**src/rtl/ysyx_24100006_wbu_pipe_if.sv**
```systemverilog
// Write-back stage bus: MEM_WB-side valid/ready entry plus the registered register-file write ports.
// `WBU_DIFFTEST_EN adds in_npc/mtvec inputs and the npc_dbg output.
interface ysyx_24100006_wbu_pipe_if #(
  parameter int XLEN   = 32,
  parameter int GPR_AW = 4,
  parameter int CSR_AW = 12,
  parameter int IRQ_NW = 8,
  parameter int CNT_W  = 64
) ();
  logic              in_valid;
  logic              in_ready;
  logic [XLEN-1:0]   in_pc;
  logic [XLEN-1:0]   in_imm;
  logic [XLEN-1:0]   in_alu;
  logic [XLEN-1:0]   in_mem;
  logic [XLEN-1:0]   in_csr_rdata;
  logic [XLEN-1:0]   in_rs1;
  logic              in_gpr_we;
  logic [GPR_AW-1:0] in_gpr_addr;
  logic [2:0]        in_gpr_sel;
  logic              in_csr_we;
  logic [CSR_AW-1:0] in_csr_addr;
  logic [1:0]        in_csr_sel;
  logic              in_irq;
  logic [IRQ_NW-1:0] in_irq_no;
  logic              in_break;

  logic              out_valid;
  logic              out_ready;
  logic              gpr_we;
  logic [GPR_AW-1:0] gpr_waddr;
  logic [XLEN-1:0]   gpr_wdata;
  logic              csr_we;
  logic [CSR_AW-1:0] csr_waddr;
  logic [XLEN-1:0]   csr_wdata;
  logic              irq_o;
  logic [IRQ_NW-1:0] irq_no_o;
  logic              halted;
  logic [CNT_W-1:0]  retire_cnt;
`ifdef WBU_DIFFTEST_EN
  logic [XLEN-1:0]   in_npc;
  logic [XLEN-1:0]   mtvec;
  logic [XLEN-1:0]   npc_dbg;
`endif

  // slave = the write-back stage, master = whoever drives MEM_WB and consumes the write ports
  modport slave (
    input  in_valid, in_pc, in_imm, in_alu, in_mem, in_csr_rdata, in_rs1,
           in_gpr_we, in_gpr_addr, in_gpr_sel, in_csr_we, in_csr_addr, in_csr_sel,
           in_irq, in_irq_no, in_break, out_ready,
`ifdef WBU_DIFFTEST_EN
    input  in_npc, mtvec,
    output npc_dbg,
`endif
    output in_ready, out_valid, gpr_we, gpr_waddr, gpr_wdata, csr_we, csr_waddr,
           csr_wdata, irq_o, irq_no_o, halted, retire_cnt
  );

  modport master (
    output in_valid, in_pc, in_imm, in_alu, in_mem, in_csr_rdata, in_rs1,
           in_gpr_we, in_gpr_addr, in_gpr_sel, in_csr_we, in_csr_addr, in_csr_sel,
           in_irq, in_irq_no, in_break, out_ready,
`ifdef WBU_DIFFTEST_EN
    output in_npc, mtvec,
    input  npc_dbg,
`endif
    input  in_ready, out_valid, gpr_we, gpr_waddr, gpr_wdata, csr_we, csr_waddr,
           csr_wdata, irq_o, irq_no_o, halted, retire_cnt
  );
endinterface

```
**src/rtl/ysyx_24100006_wbu_pipe.sv**
```systemverilog
// Registered write-back stage: GPR/CSR write-data select, x0 suppression, retire counter, sticky ebreak halt.
// Optional `WBU_DIFFTEST_EN tracks the committed next-PC on npc_dbg.
module ysyx_24100006_wbu_pipe #(
  parameter int XLEN   = 32,
  parameter int GPR_AW = 4,
  parameter int CSR_AW = 12,
  parameter int IRQ_NW = 8,
  parameter int CNT_W  = 64
) (
  input logic clk,
  input logic reset,
  ysyx_24100006_wbu_pipe_if.slave bus
);

  logic              r_out_valid;
  logic              r_gpr_we;
  logic [GPR_AW-1:0] r_gpr_waddr;
  logic [XLEN-1:0]   r_gpr_wdata;
  logic              r_csr_we;
  logic [CSR_AW-1:0] r_csr_waddr;
  logic [XLEN-1:0]   r_csr_wdata;
  logic              r_irq;
  logic [IRQ_NW-1:0] r_irq_no;
  logic              r_break;
  logic              r_halted;
  logic [CNT_W-1:0]  r_retire_cnt;

  logic              w_in_ready;
  logic              w_accept;
  logic              w_out_hs;
  logic [XLEN-1:0]   w_gpr_wdata;
  logic              w_gpr_sel_ok;
  logic [XLEN-1:0]   w_csr_wdata;

  assign w_in_ready = !r_halted && (!r_out_valid || bus.out_ready);
  assign w_accept   = bus.in_valid && w_in_ready;
  assign w_out_hs   = r_out_valid && bus.out_ready;

  // NOTE: every output of a combinational block gets a default first so no path leaves it unassigned (no latch).
  always_comb begin
    w_gpr_wdata  = '0;
    w_gpr_sel_ok = 1'b1;
    unique case (bus.in_gpr_sel)
      3'd0:    w_gpr_wdata = bus.in_imm;
      3'd1:    w_gpr_wdata = bus.in_alu;
      3'd2:    w_gpr_wdata = bus.in_pc + XLEN'(4);
      3'd3:    w_gpr_wdata = bus.in_mem;
      3'd4:    w_gpr_wdata = bus.in_csr_rdata;
      default: w_gpr_sel_ok = 1'b0;
    endcase

    w_csr_wdata = '0;
    unique case (bus.in_csr_sel)
      2'd0: w_csr_wdata = bus.in_pc;
      2'd1: w_csr_wdata = bus.in_rs1;
      2'd2: w_csr_wdata = bus.in_csr_rdata | bus.in_rs1;
      2'd3: w_csr_wdata = bus.in_csr_rdata & ~bus.in_rs1;
    endcase
  end

  // NOTE: state is updated with non-blocking assignments so every register samples pre-edge values.
  always_ff @(posedge clk) begin
    if (!reset) begin
      r_out_valid  <= 1'b0;
      r_gpr_we     <= 1'b0;
      r_gpr_waddr  <= '0;
      r_gpr_wdata  <= '0;
      r_csr_we     <= 1'b0;
      r_csr_waddr  <= '0;
      r_csr_wdata  <= '0;
      r_irq        <= 1'b0;
      r_irq_no     <= '0;
      r_break      <= 1'b0;
      r_halted     <= 1'b0;
      r_retire_cnt <= '0;
    end else begin
      if (w_out_hs) begin
        r_retire_cnt <= r_retire_cnt + CNT_W'(1);
        if (r_break) r_halted <= 1'b1;
      end
      // A simultaneous accept overwrites the committing entry, so the stage never bubbles.
      if (w_accept) begin
        r_out_valid <= 1'b1;
        r_gpr_we    <= bus.in_gpr_we && (bus.in_gpr_addr != '0) && w_gpr_sel_ok;
        r_gpr_waddr <= bus.in_gpr_addr;
        r_gpr_wdata <= w_gpr_wdata;
        r_csr_we    <= bus.in_csr_we;
        r_csr_waddr <= bus.in_csr_addr;
        r_csr_wdata <= w_csr_wdata;
        r_irq       <= bus.in_irq;
        r_irq_no    <= bus.in_irq_no;
        r_break     <= bus.in_break;
      end else if (w_out_hs) begin
        r_out_valid <= 1'b0;
        r_gpr_we    <= 1'b0;
        r_csr_we    <= 1'b0;
        r_irq       <= 1'b0;
        r_break     <= 1'b0;
      end
    end
  end

`ifdef WBU_DIFFTEST_EN
  logic [XLEN-1:0] r_npc;
  logic [XLEN-1:0] r_npc_dbg;

  always_ff @(posedge clk) begin
    if (!reset) begin
      r_npc     <= '0;
      r_npc_dbg <= '0;
    end else begin
      if (w_out_hs) r_npc_dbg <= r_irq ? bus.mtvec : r_npc;
      if (w_accept) r_npc     <= bus.in_npc;
    end
  end

  assign bus.npc_dbg = r_npc_dbg;
`endif

  assign bus.in_ready   = w_in_ready;
  assign bus.out_valid  = r_out_valid;
  assign bus.gpr_we     = r_gpr_we;
  assign bus.gpr_waddr  = r_gpr_waddr;
  assign bus.gpr_wdata  = r_gpr_wdata;
  assign bus.csr_we     = r_csr_we;
  assign bus.csr_waddr  = r_csr_waddr;
  assign bus.csr_wdata  = r_csr_wdata;
  assign bus.irq_o      = r_irq;
  assign bus.irq_no_o   = r_irq_no;
  assign bus.halted     = r_halted;
  assign bus.retire_cnt = r_retire_cnt;

endmodule

```
**src/flat_wrapper.sv**
```systemverilog
// flat-port wrapper written by rule: the top's interface ports become plain ports
module ysyx_24100006_wbu_pipe_flat 
#(
  parameter int XLEN   = 32,
  parameter int GPR_AW = 4,
  parameter int CSR_AW = 12,
  parameter int IRQ_NW = 8,
  parameter int CNT_W  = 64
)
  (clk, reset, bus_in_valid, bus_in_pc, bus_in_imm, bus_in_alu, bus_in_mem, bus_in_csr_rdata, bus_in_rs1, bus_in_gpr_we, bus_in_gpr_addr, bus_in_gpr_sel, bus_in_csr_we, bus_in_csr_addr, bus_in_csr_sel, bus_in_irq, bus_in_irq_no, bus_in_break, bus_out_ready, bus_in_ready, bus_out_valid, bus_gpr_we, bus_gpr_waddr, bus_gpr_wdata, bus_csr_we, bus_csr_waddr, bus_csr_wdata, bus_irq_o, bus_irq_no_o, bus_halted, bus_retire_cnt);
  ysyx_24100006_wbu_pipe_if #(.XLEN(XLEN), .GPR_AW(GPR_AW), .CSR_AW(CSR_AW), .IRQ_NW(IRQ_NW), .CNT_W(CNT_W)) bus_i ();
  input logic clk;
  input logic reset;
  input wire logic [$bits(bus_i.in_valid)-1:0] bus_in_valid;
  input wire logic [$bits(bus_i.in_pc)-1:0] bus_in_pc;
  input wire logic [$bits(bus_i.in_imm)-1:0] bus_in_imm;
  input wire logic [$bits(bus_i.in_alu)-1:0] bus_in_alu;
  input wire logic [$bits(bus_i.in_mem)-1:0] bus_in_mem;
  input wire logic [$bits(bus_i.in_csr_rdata)-1:0] bus_in_csr_rdata;
  input wire logic [$bits(bus_i.in_rs1)-1:0] bus_in_rs1;
  input wire logic [$bits(bus_i.in_gpr_we)-1:0] bus_in_gpr_we;
  input wire logic [$bits(bus_i.in_gpr_addr)-1:0] bus_in_gpr_addr;
  input wire logic [$bits(bus_i.in_gpr_sel)-1:0] bus_in_gpr_sel;
  input wire logic [$bits(bus_i.in_csr_we)-1:0] bus_in_csr_we;
  input wire logic [$bits(bus_i.in_csr_addr)-1:0] bus_in_csr_addr;
  input wire logic [$bits(bus_i.in_csr_sel)-1:0] bus_in_csr_sel;
  input wire logic [$bits(bus_i.in_irq)-1:0] bus_in_irq;
  input wire logic [$bits(bus_i.in_irq_no)-1:0] bus_in_irq_no;
  input wire logic [$bits(bus_i.in_break)-1:0] bus_in_break;
  input wire logic [$bits(bus_i.out_ready)-1:0] bus_out_ready;
  output wire logic [$bits(bus_i.in_ready)-1:0] bus_in_ready;
  output wire logic [$bits(bus_i.out_valid)-1:0] bus_out_valid;
  output wire logic [$bits(bus_i.gpr_we)-1:0] bus_gpr_we;
  output wire logic [$bits(bus_i.gpr_waddr)-1:0] bus_gpr_waddr;
  output wire logic [$bits(bus_i.gpr_wdata)-1:0] bus_gpr_wdata;
  output wire logic [$bits(bus_i.csr_we)-1:0] bus_csr_we;
  output wire logic [$bits(bus_i.csr_waddr)-1:0] bus_csr_waddr;
  output wire logic [$bits(bus_i.csr_wdata)-1:0] bus_csr_wdata;
  output wire logic [$bits(bus_i.irq_o)-1:0] bus_irq_o;
  output wire logic [$bits(bus_i.irq_no_o)-1:0] bus_irq_no_o;
  output wire logic [$bits(bus_i.halted)-1:0] bus_halted;
  output wire logic [$bits(bus_i.retire_cnt)-1:0] bus_retire_cnt;
  assign bus_i.in_valid = bus_in_valid;
  assign bus_i.in_pc = bus_in_pc;
  assign bus_i.in_imm = bus_in_imm;
  assign bus_i.in_alu = bus_in_alu;
  assign bus_i.in_mem = bus_in_mem;
  assign bus_i.in_csr_rdata = bus_in_csr_rdata;
  assign bus_i.in_rs1 = bus_in_rs1;
  assign bus_i.in_gpr_we = bus_in_gpr_we;
  assign bus_i.in_gpr_addr = bus_in_gpr_addr;
  assign bus_i.in_gpr_sel = bus_in_gpr_sel;
  assign bus_i.in_csr_we = bus_in_csr_we;
  assign bus_i.in_csr_addr = bus_in_csr_addr;
  assign bus_i.in_csr_sel = bus_in_csr_sel;
  assign bus_i.in_irq = bus_in_irq;
  assign bus_i.in_irq_no = bus_in_irq_no;
  assign bus_i.in_break = bus_in_break;
  assign bus_i.out_ready = bus_out_ready;
  assign bus_in_ready = bus_i.in_ready;
  assign bus_out_valid = bus_i.out_valid;
  assign bus_gpr_we = bus_i.gpr_we;
  assign bus_gpr_waddr = bus_i.gpr_waddr;
  assign bus_gpr_wdata = bus_i.gpr_wdata;
  assign bus_csr_we = bus_i.csr_we;
  assign bus_csr_waddr = bus_i.csr_waddr;
  assign bus_csr_wdata = bus_i.csr_wdata;
  assign bus_irq_o = bus_i.irq_o;
  assign bus_irq_no_o = bus_i.irq_no_o;
  assign bus_halted = bus_i.halted;
  assign bus_retire_cnt = bus_i.retire_cnt;
  ysyx_24100006_wbu_pipe #(.XLEN(XLEN), .GPR_AW(GPR_AW), .CSR_AW(CSR_AW), .IRQ_NW(IRQ_NW), .CNT_W(CNT_W)) u_core (.clk(clk), .reset(reset), .bus(bus_i));
endmodule
```
**config.mk**
```make
export PLATFORM = sky130hd
export DESIGN_NAME = ysyx_24100006_wbu_pipe_flat
export DESIGN_NICKNAME = d
export VERILOG_FILES = /design/src/rtl/ysyx_24100006_wbu_pipe_if.sv /design/src/rtl/ysyx_24100006_wbu_pipe.sv /design/src/flat_wrapper.sv
export SDC_FILE = /design/constraint.sdc
export NUM_CORES = 1
export LEC_CHECK = 0
export CORE_AREA = 2 2 151 153
export DETAILED_ROUTE_END_ITERATION = 10
export DIE_AREA = 0 0 153 155
export PLACE_DENSITY = 0.77
export SLEW_MARGIN = 10
export SYNTH_ARGS = -nofsm -noshare
export SYNTH_HDL_FRONTEND = slang
export SYNTH_SLANG_ARGS = --single-unit
```
**constraint.sdc**
```tcl
create_clock -name clk -period 2.25 [get_ports clk]
set_input_delay 0.3375 -clock clk [delete_from_list [all_inputs] [get_ports clk]]
set_output_delay 0.3375 -clock clk [all_outputs]
set_load 0.02 [all_outputs]
```
Yosys cells after proc, flatten, opt, wreduce, memory -nomap -nowiden
Cells that the tools add are included.
{"block": "word_totals", "reg_bits": 158, "word_cells": 47}
{"block": "classes", "n_addsub": 2, "eq_ne": 7, "muxes": 9, "n_bitwise": 3, "n_reduce_logical": 14}
{"op": "case mux 32 bit (5 select lines)", "count": 1}
{"op": "case mux 32 bit (4 select lines)", "count": 1}
{"op": "adder 64 x 1 -> 64 bit (second input constant)", "count": 1}
{"op": "adder 32 x 3 -> 32 bit (second input constant)", "count": 1}
{"op": "AND 32 bit", "count": 1}
{"op": "NOT 32 bit", "count": 1}
{"op": "bitwise OR 32 bit", "count": 1}
{"op": "2-to-1 mux 1 bit", "count": 7}
{"op": "== test 3 x 2 -> 1 bit (second input constant)", "count": 2}
{"op": "logical AND 1 bit", "count": 5}
{"op": "OR reduction 5 bit", "count": 1}
{"op": "== test 2 bit (second input constant)", "count": 2}
{"op": "nonzero test 4 bit", "count": 1}
{"op": "== test 3 x 1 -> 1 bit (second input constant)", "count": 1}
{"op": "== test 3 bit (second input constant)", "count": 1}
{"op": "logical NOT 3 bit", "count": 1}
{"op": "== test 2 x 1 -> 1 bit (second input constant)", "count": 1}
{"op": "logical NOT 1 bit", "count": 2}
{"op": "logical NOT 2 bit", "count": 1}
{"op": "AND reduction 2 bit", "count": 1}
{"op": "nonzero test 2 bit", "count": 1}
{"op": "logical OR 1 bit", "count": 1}

Longest topological paths before layout
Gate-level depths: netlist of the first run.
{"block": "logic_depth", "ltp_word": 5, "ltp_mapped": 8}

Worst setup path before layout of the first run
OpenSTA, ideal clock, no wires.
{"block": "synth_timing", "path_type": "register -> register", "start": "reg u_core.r_retire_cnt[0] (netlist: u_core.bus.retire_cnt[0])", "end": "reg u_core.r_retire_cnt[58] (netlist: u_core.bus.retire_cnt[58])", "setup_ps": 115, "t_arrival_ps": 1889, "required_time_ps": 2135, "path_slack_ps": 246, "path_stages_with_launch": 8, "cell_sequence": "dfxtp_1 > ha_1 > inv_1 > nor2_1 > nand3_1 > clkbuf_1 > o31a_1 > o21a_1"}
{"block": "synth_via", "elab_chain_cells": 1}
{"element": "from (decl)", "line_no": "ysyx_24100006_wbu_pipe.sv:26", "source": "logic [CNT_W-1:0] r_retire_cnt;"}
{"element": "from (signal assigned)", "line_no": "ysyx_24100006_wbu_pipe.sv:78", "source": "r_retire_cnt <= r_retire_cnt + CNT_W'(1);"}
{"element": "adder 64 x 1 -> 64 bit", "line_no": "ysyx_24100006_wbu_pipe.sv:78"}
No other way between the ends.
A chain may end at the register's enable or synchronous reset.

Worst setup path after layout of the first run
{"block": "layout_timing", "start": "reg u_core.r_halted (netlist: u_core.bus.halted)", "end": "out bus_in_ready"}
{"block": "layout_via", "elab_chain_cells": 2}
{"element": "from (decl)", "line_no": "ysyx_24100006_wbu_pipe.sv:25", "source": "logic r_halted;"}
{"element": "from (signal assigned)", "line_no": "ysyx_24100006_wbu_pipe.sv:74", "source": "r_halted <= 1'b0;"}
{"element": "from (signal assigned)", "line_no": "ysyx_24100006_wbu_pipe.sv:79", "source": "if (r_break) r_halted <= 1'b1;"}
{"element": "logical NOT 1 bit", "line_no": "ysyx_24100006_wbu_pipe.sv:35", "source": "assign w_in_ready = !r_halted && (!r_out_valid || bus.out_ready);"}
{"element": "logical AND 1 bit", "line_no": "ysyx_24100006_wbu_pipe.sv:35"}
{"element": "to (decl)", "line_no": "flat_wrapper.sv:31", "source": "output wire logic [$bits(bus_i.in_ready)-1:0] bus_in_ready;"}
No other way between the ends.

==> results of run 1 <==
## sequential cells by signal, indices dropped and copies added, names as in the netlist
register	flops
u_core.bus.gpr_waddr	4
u_core.bus.gpr_we	1
u_core.bus.out_valid	1
u_core.bus.gpr_wdata	32
u_core.bus.halted	1
u_core.r_break	1
u_core.bus.csr_wdata	32
u_core.bus.csr_we	1
u_core.bus.irq_no_o	8
u_core.bus.irq_o	1
u_core.bus.csr_waddr	12
u_core.bus.retire_cnt	64
## worst min-delay path, delay by kind of cell
family	cells	cell delay [ns]
compound gates	2	0.23
buf+inv	1	0.22
simple gates	1	0.05
## cells in the final DEF, fill, tap and decap left out, drive strengths merged, types with 17 or more instances in the layout
cell           instances
clkdlybuf4s50        384
nand2                160
dfxtp                158
a21oi                122
buf                  100
nor2                  87
o21ai                 71
xor2                  45
nand3                 41
nand4                 41
and3                  38
nand2b                30
a211oi                28
or4                   24
mux2i                 23
a22oi                 22
inv                   22
o31ai                 21
clkbuf                18
nor3                  17
## logic make-up after synthesis
kind of cell / Yosys count
fa+ha+maj: 2
flops: 158
simple gates: 485
xor+xnor: 52
buf+inv: 92
compound gates: 326
mux: 27
## worst paths after layout
path                              from                        end  slack, ns
max                  u_core.bus.halted               bus_in_ready       0.14
max reg2reg  u_core.bus.retire_cnt[44]  u_core.bus.retire_cnt[59]       0.22
min                  bus_in_csr_sel[1]   u_core.bus.csr_wdata[26]       0.44
min reg2reg    u_core.bus.csr_waddr[9]    u_core.bus.csr_waddr[9]       0.46
## area by class of cell
type	instances	area share (%)
Tap cell	285	2.52
Timing Repair Buffer	484	33.1
Clock buffer	18	3.10
Inverter	14	0.389
Sequential cell	158	22.3
Clock inverter	14	1.38
Multi-Input combinational cell	892	37.1
Antenna cell	2	0.0353
## where the power goes
group	internal, uW	switching (uW)
Sequential	2910	71.1
Clock	1830	1340
Combinational	855	804
Total	5590	2210
## through the flow
| stage | power [uW] | instances |
|---|---|---|
| 2_1_floorplan | 3690 | 1142 |
| 3_3_place_gp | 4670 | 1833 |
| 3_5_place_dp | 4680 | 1833 |
| 4_1_cts | 7810 | 1865 |
| 5_1_grt | 8070 | 1867 |
| 6_report | 7800 | 1867 |
## per-layer routing
metal | GRT usage [%] | vias up | share of wire [%]
met5 | 0 | - | 0
met4 | 15.4 | 0 | 4.9
met3 | 6.77 | 111 | 9.1
met2 | 51.3 | 603 | 48
met1 | 35.7 | 4923 | 38
li1 | - | 5031 | -
## repair_timing
item | in CTS | in global routing
endpoints found under the hold margin | 0 | 0
setup endpoints to repair | 0 | 5
gates resized for setup | 0 | 1
==> qor.yml, run 1 <==
yosys:
  synth_top_family_by_area: "simple AND/OR/NAND/NOR gates"
  synth_fa_ha_area_share_pct: 0.286
  synthFlopType: "dfxtp_1"
  syn_nets: 1373
  synth_edf_count: 0
  yosys.area_share.simple_pct: 28.2
  ys_ff_latch: 158
  yosys-top-cells-count: "160 x nand2_1, 158 x dfxtp_1, 122 x a21oi_1, 87 x nor2_1, 71 x o21ai_0"
  async_flop_share_pct: 0
  syn_inst: 1142
  yosysSeqAreaShare_pct: 36.1
  syn_avg_cell_area_um2: 7.67
  synth-compound-area-share_pct: 22.8
  synth.most_common_cell: "nand2_1"
  synthTopCellsByArea: "dfxtp_1 36%, a21oi_1 7.0%, nand2_1 6.9%, xor2_1 4.5%, o21ai_0 4.1%"
  ys_warn_count: 0
  yosysUniqueCellTypes: 59
  synth_xor_xnor_area_share_pct: 5.20
  yosys.area.top_type_share_pct: 36.1
  yosysTopAreaCell: "dfxtp_1"
  synthMuxAreaShare_pct: 3.27
  syn_area_um2: 8760
sta:
  setup_violations: 0
  clock.fmax_mhz: 475
  setup_ws_ns: 0.143
  rsz0062_at_grt: "false"
  finalSetupTns_ns: 0
  skew_ns: 0.0115
  worst_slew_pin_slew_ns: 0.556
  hold_viol_final: 0
  post-route-min-period_ns: 2.11
  slew_headroom_pct: 62.6
  report.final.slew_viol_count: 0
  whs_ns: 0.444
  fin_crit_sh_pct: 93.6
place:
  place_congestion: 0.947
  io_buffers: 386
  hpwl_mm: 28.8
  dp_worst_setup_slack_ns: -0.163
  placed_area_um2: 13500
global_routing:
  grtUsageTotal_pct: 30.1
  antenna_found_initial: 2
  grt_max_degree: 65
  grt_pass1_vias: 10400
  grt_pass1_wl_mm: 56.4
  grt_overflow: 0
worst_setup_path:
  end_kind: "output port"
  cpPeakStageDelay_ns: 0.59
  cp-start-kind: "register"
  path_delay_family: "buffers and inverters"
  crit_path_cell_trace: "inv_1 -> and2_1 -> clkdlybuf4s50_1"
  cp_num_buf_inv: 2
  crit_arrival_ns: 1.77
  crit_slowest_cell: "clkdlybuf4s50_1"
  r2r_cells: 5
  critical_path.max_fanout: 6
  required_ns: 1.91
  path_depth: 3
  path_class: "reg -> out"
pwr:
  ir_worst_vdd_uv: 417
  power.leakage_uw: 0.00516
  power.density_nw_per_um2: 551
layout:
  fin_area_um2: 14200
  seq_area_um2: 3160
  fin_nets: 1798
  area_growth_pct: 61.6
  final_util_pct: 63.7
  drive_above_1_share_pct: 9.75
  fill_cells: 1935
  multiInputGateArea_um2: 5260
floorplan:
  start_util_pct: 39.4
  fp.dieW_um: 153
  dieArea_um2: 23700
  core_area_um2: 22200
  io_pins: 387
  rows: 55
  fp.dieH_um: 155
clocking:
  htreeDepth: 4
  cts_root_buf: "clkbuf_16"
  cts_buffer_depth: 2
  post_cts.repair.setup_buffers: 0
  cts_tree: "yes"
  postCtsHoldBufs: 0
  cts_made_buffers: 17
  insertion_delay_ns: 0.43
  clkTransAtPathRegs_ns: 0.07
  cts.sinks: 158
drt:
  drtAntennaViolNets: 0
  drc_errors: 0
  num_vias: 10700
  firstDrtPassIters: 6
  wl_per_cell_um: 19.8
  first_iter_violations: 1071
  vias_per_cell: 5.71
  wirelength_mm: 36.9
worst_hold_path:
  hold_class: "in -> reg"
  hold_path_depth: 4
run_status:
  status: "complete, no violations"
run:
  drv_cap: 0
No activity file was read; power rests on OpenSTA's default activity.
==> run 2, diff against run 1 <==
--- a/config.mk
+++ b/config.mk
@@ -9,6 +9,7 @@
 export DETAILED_ROUTE_END_ITERATION = 10
 export DIE_AREA = 0 0 153 155
 export PLACE_DENSITY = 0.77
+export REMOVE_ABC_BUFFERS = 1
 export SLEW_MARGIN = 10
 export SYNTH_ARGS = -nofsm -noshare
 export SYNTH_HDL_FRONTEND = slang
==> qor.yml, run 2 (same netlist as run 1, synthesis figures left out) <==
run_status:
  status: "complete, no violations"
worst_hold_path:
  hold_class: "in -> reg"
floorplan:
  dieArea_um2: 23700  # unchanged
  fp.dieH_um: 155  # unchanged
  fp.dieW_um: 153  # unchanged
  core_area_um2: 22200  # unchanged
  io_pins: 387  # unchanged
  rows: 55  # unchanged
  start_util_pct: 39.4  # unchanged
sta:
  worst_slew_pin_slew_ns: 0.534  # -0.0221 ns
  clock.fmax_mhz: 472  # -0.54%
  setup_violations: 0  # unchanged
  rsz0062_at_grt: "false"
  fin_crit_sh_pct: 94.1  # +0.51 points
  whs_ns: 0.424  # -0.0205 ns
  skew_ns: 0.0117  # +0.000217 ns
  post-route-min-period_ns: 2.12  # +0.0114 ns
  slew_headroom_pct: 64.4  # +1.8 points
  report.final.slew_viol_count: 0  # unchanged
  hold_viol_final: 0  # unchanged
global_routing:
  grt_pass1_wl_mm: 55.5  # -1.6%
  grtUsageTotal_pct: 29.3  # -0.75 points
  grt_pass1_vias: 10200  # -1.3%
  grt_overflow: 0  # unchanged
  grt_max_degree: 55  # -15%
  antenna_found_initial: 7  # +5
worst_setup_path:
  setup.worst_path.start: "bus_out_ready"
  endpoint: "bus_in_ready"
  r2r_cells: 5  # unchanged
  r2r_slack_ns: 0.16  # -0.06 ns
  crit_path_cell_trace: "clkdlybuf4s50_1 -> nand2b_1 -> and2_1 -> clkdlybuf4s50_1"
  critical_path.max_fanout: 4  # -2
  cp-start-kind: "primary input"
  r2r-end: "u_core.bus.retire_cnt[61]"
  crit_slowest_cell: "clkdlybuf4s50_1"
  crit_arrival_ns: 1.78  # about the same
  required_ns: 1.91  # about the same
  end_kind: "output port"
  r2r_start: "u_core.bus.retire_cnt[5]"
  cpPeakStageDelay_ns: 0.63  # +0.04 ns
  path_class: "in -> out"
  path_common_cell: "clkdlybuf4s50_1"
layout:
  final_cell_mix: "384 x clkdlybuf4s50_1, 160 x nand2_1, 158 x dfxtp_1"
  fill_cells: 1917  # -0.93%
  area_growth_pct: 60.7
  stdcell_count: 1865  # -0.11%
  largest_reg_flops: 64  # unchanged
  multiInputGateArea_um2: 5260  # unchanged
  seq_area_um2: 3160  # unchanged
  fin_nets: 1791  # -0.39%
  layout_commonest_cell: "clkdlybuf4s50_1"
  drive_above_1_share_pct: 9.35  # -0.40 points
  final_util_pct: 63.3  # -0.38 points
place:
  dp.cells: 1826  # -0.38%
  place_congestion: 0.963  # +1.7%
  hpwl_mm: 27.4  # -4.7%
  io_buffers: 386  # unchanged
clocking:
  cts.sinks: 158  # unchanged
  insertion_delay_ns: 0.43  # about the same
  cts_made_buffers: 17  # unchanged
  clkTransAtPathRegs_ns: 0.07  # about the same
  htreeDepth: 4  # unchanged
  cts_root_buf: "clkbuf_16"
  cts_tree: "yes"
  cts_buffer_depth: 2  # unchanged
pwr:
  p_int_uw: 5400  # -3.4%
  p_sw_uw: 2190  # -1.2%
  power.leakage_uw: 0.00511  # -1.0%
  power.density_nw_per_um2: 539  # -2.2%
  p_comb_share_pct: 21.7  # +0.4 points
  p_seq_share_pct: 39.2  # +1.0 points
  swShare_pct: 28.8  # +0.45 points
  ir_worst_vdd_uv: 337  # -19%
  pwr-share-clk_pct: 39.1  # -1.5 points
run:
  drv_cap: 0  # unchanged
drt:
  wirelength_mm: 36.3  # -1.7%
  first_iter_violations: 739  # -31%
  num_vias: 10600  # -0.88%
  firstDrtPassIters: 6  # unchanged
  wl_per_cell_um: 19.5  # -1.6%
  vias_per_cell: 5.67  # -0.77%
  drtAntennaViolNets: 0  # unchanged
  drc_errors: 0  # unchanged
[run 2: cell type report]
| class | count | area share, % |
|---|---|---|
| antenna | 7 | 0.124 |
| clock buffer | 20 | 3.31 |
| clock inverter | 12 | 0.880 |
| inverter | 14 | 0.391 |
| multi-input combinational | 892 | 37.4 |
| sequential | 158 | 22.5 |
| tap | 285 | 2.53 |
| timing repair buffer | 477 | 32.9 |
[run 2: how the worst min path moves through the flow]
stage | cells after the start | end | slack, ns | start
floorplan | 2 | u_core.bus.halted | 0.44 | u_core.r_break
global placement | 2 | u_core.bus.csr_waddr[8] | 0.44 | u_core.bus.csr_waddr[8]
detailed placement | 2 | u_core.bus.csr_waddr[1] | 0.45 | u_core.bus.csr_waddr[1]
CTS | 4 | u_core.bus.gpr_wdata[16] | 0.41 | bus_in_gpr_sel[0]
global route | 4 | u_core.bus.gpr_wdata[16] | 0.43 | bus_in_gpr_sel[0]
finish | 4 | u_core.bus.gpr_wdata[16] | 0.42 | bus_in_gpr_sel[0]
[run 2: metrics by stage]
step	TNS (ns)	area [um2]	setup WS, ns	power, uW
2_1_floorplan	-141.57	8450	-1.72	3630
3_3_place_gp	-0.0909	13500	-0.0343	4640
3_5_place_dp	-0.968	13500	-0.108	4660
4_1_cts	0	14100	0.124	7580
5_1_grt	0	14100	0.0132	7850
6_report	0	14100	0.132	7590
[run 2: worst max-delay path: cells and delay by family]
kind          cells  cell delay, ns
buf+inv           2            1.15
simple gates      2            0.30
[run 2: repair_timing]
item / in CTS / in global routing
setup buffers: 0 / 0
gates resized for setup: 0 / 2
setup endpoints to repair: 0 / 1
hold buffers: 0 / 0
hold endpoints to repair: 0 / 0
[run 2: power groups by stage]
stage | registers (uW) | logic [uW] | clock network [uW]
finish | 2970 | 1650 | 2960
global route | 2990 | 1750 | 3110
global placement | 3030 | 1610 | 0
detailed placement | 3030 | 1630 | 0
floorplan | 3160 | 470 | 0
CTS | 2970 | 1640 | 2970
[run 2: metal layers]
layer | wire (um) | global-route usage [%]
met1 | 13700 | 34.4
met2 | 18200 | 51.6
met3 | 3190 | 7.60
met4 | 1200 | 11.1
met5 | 0 | 0
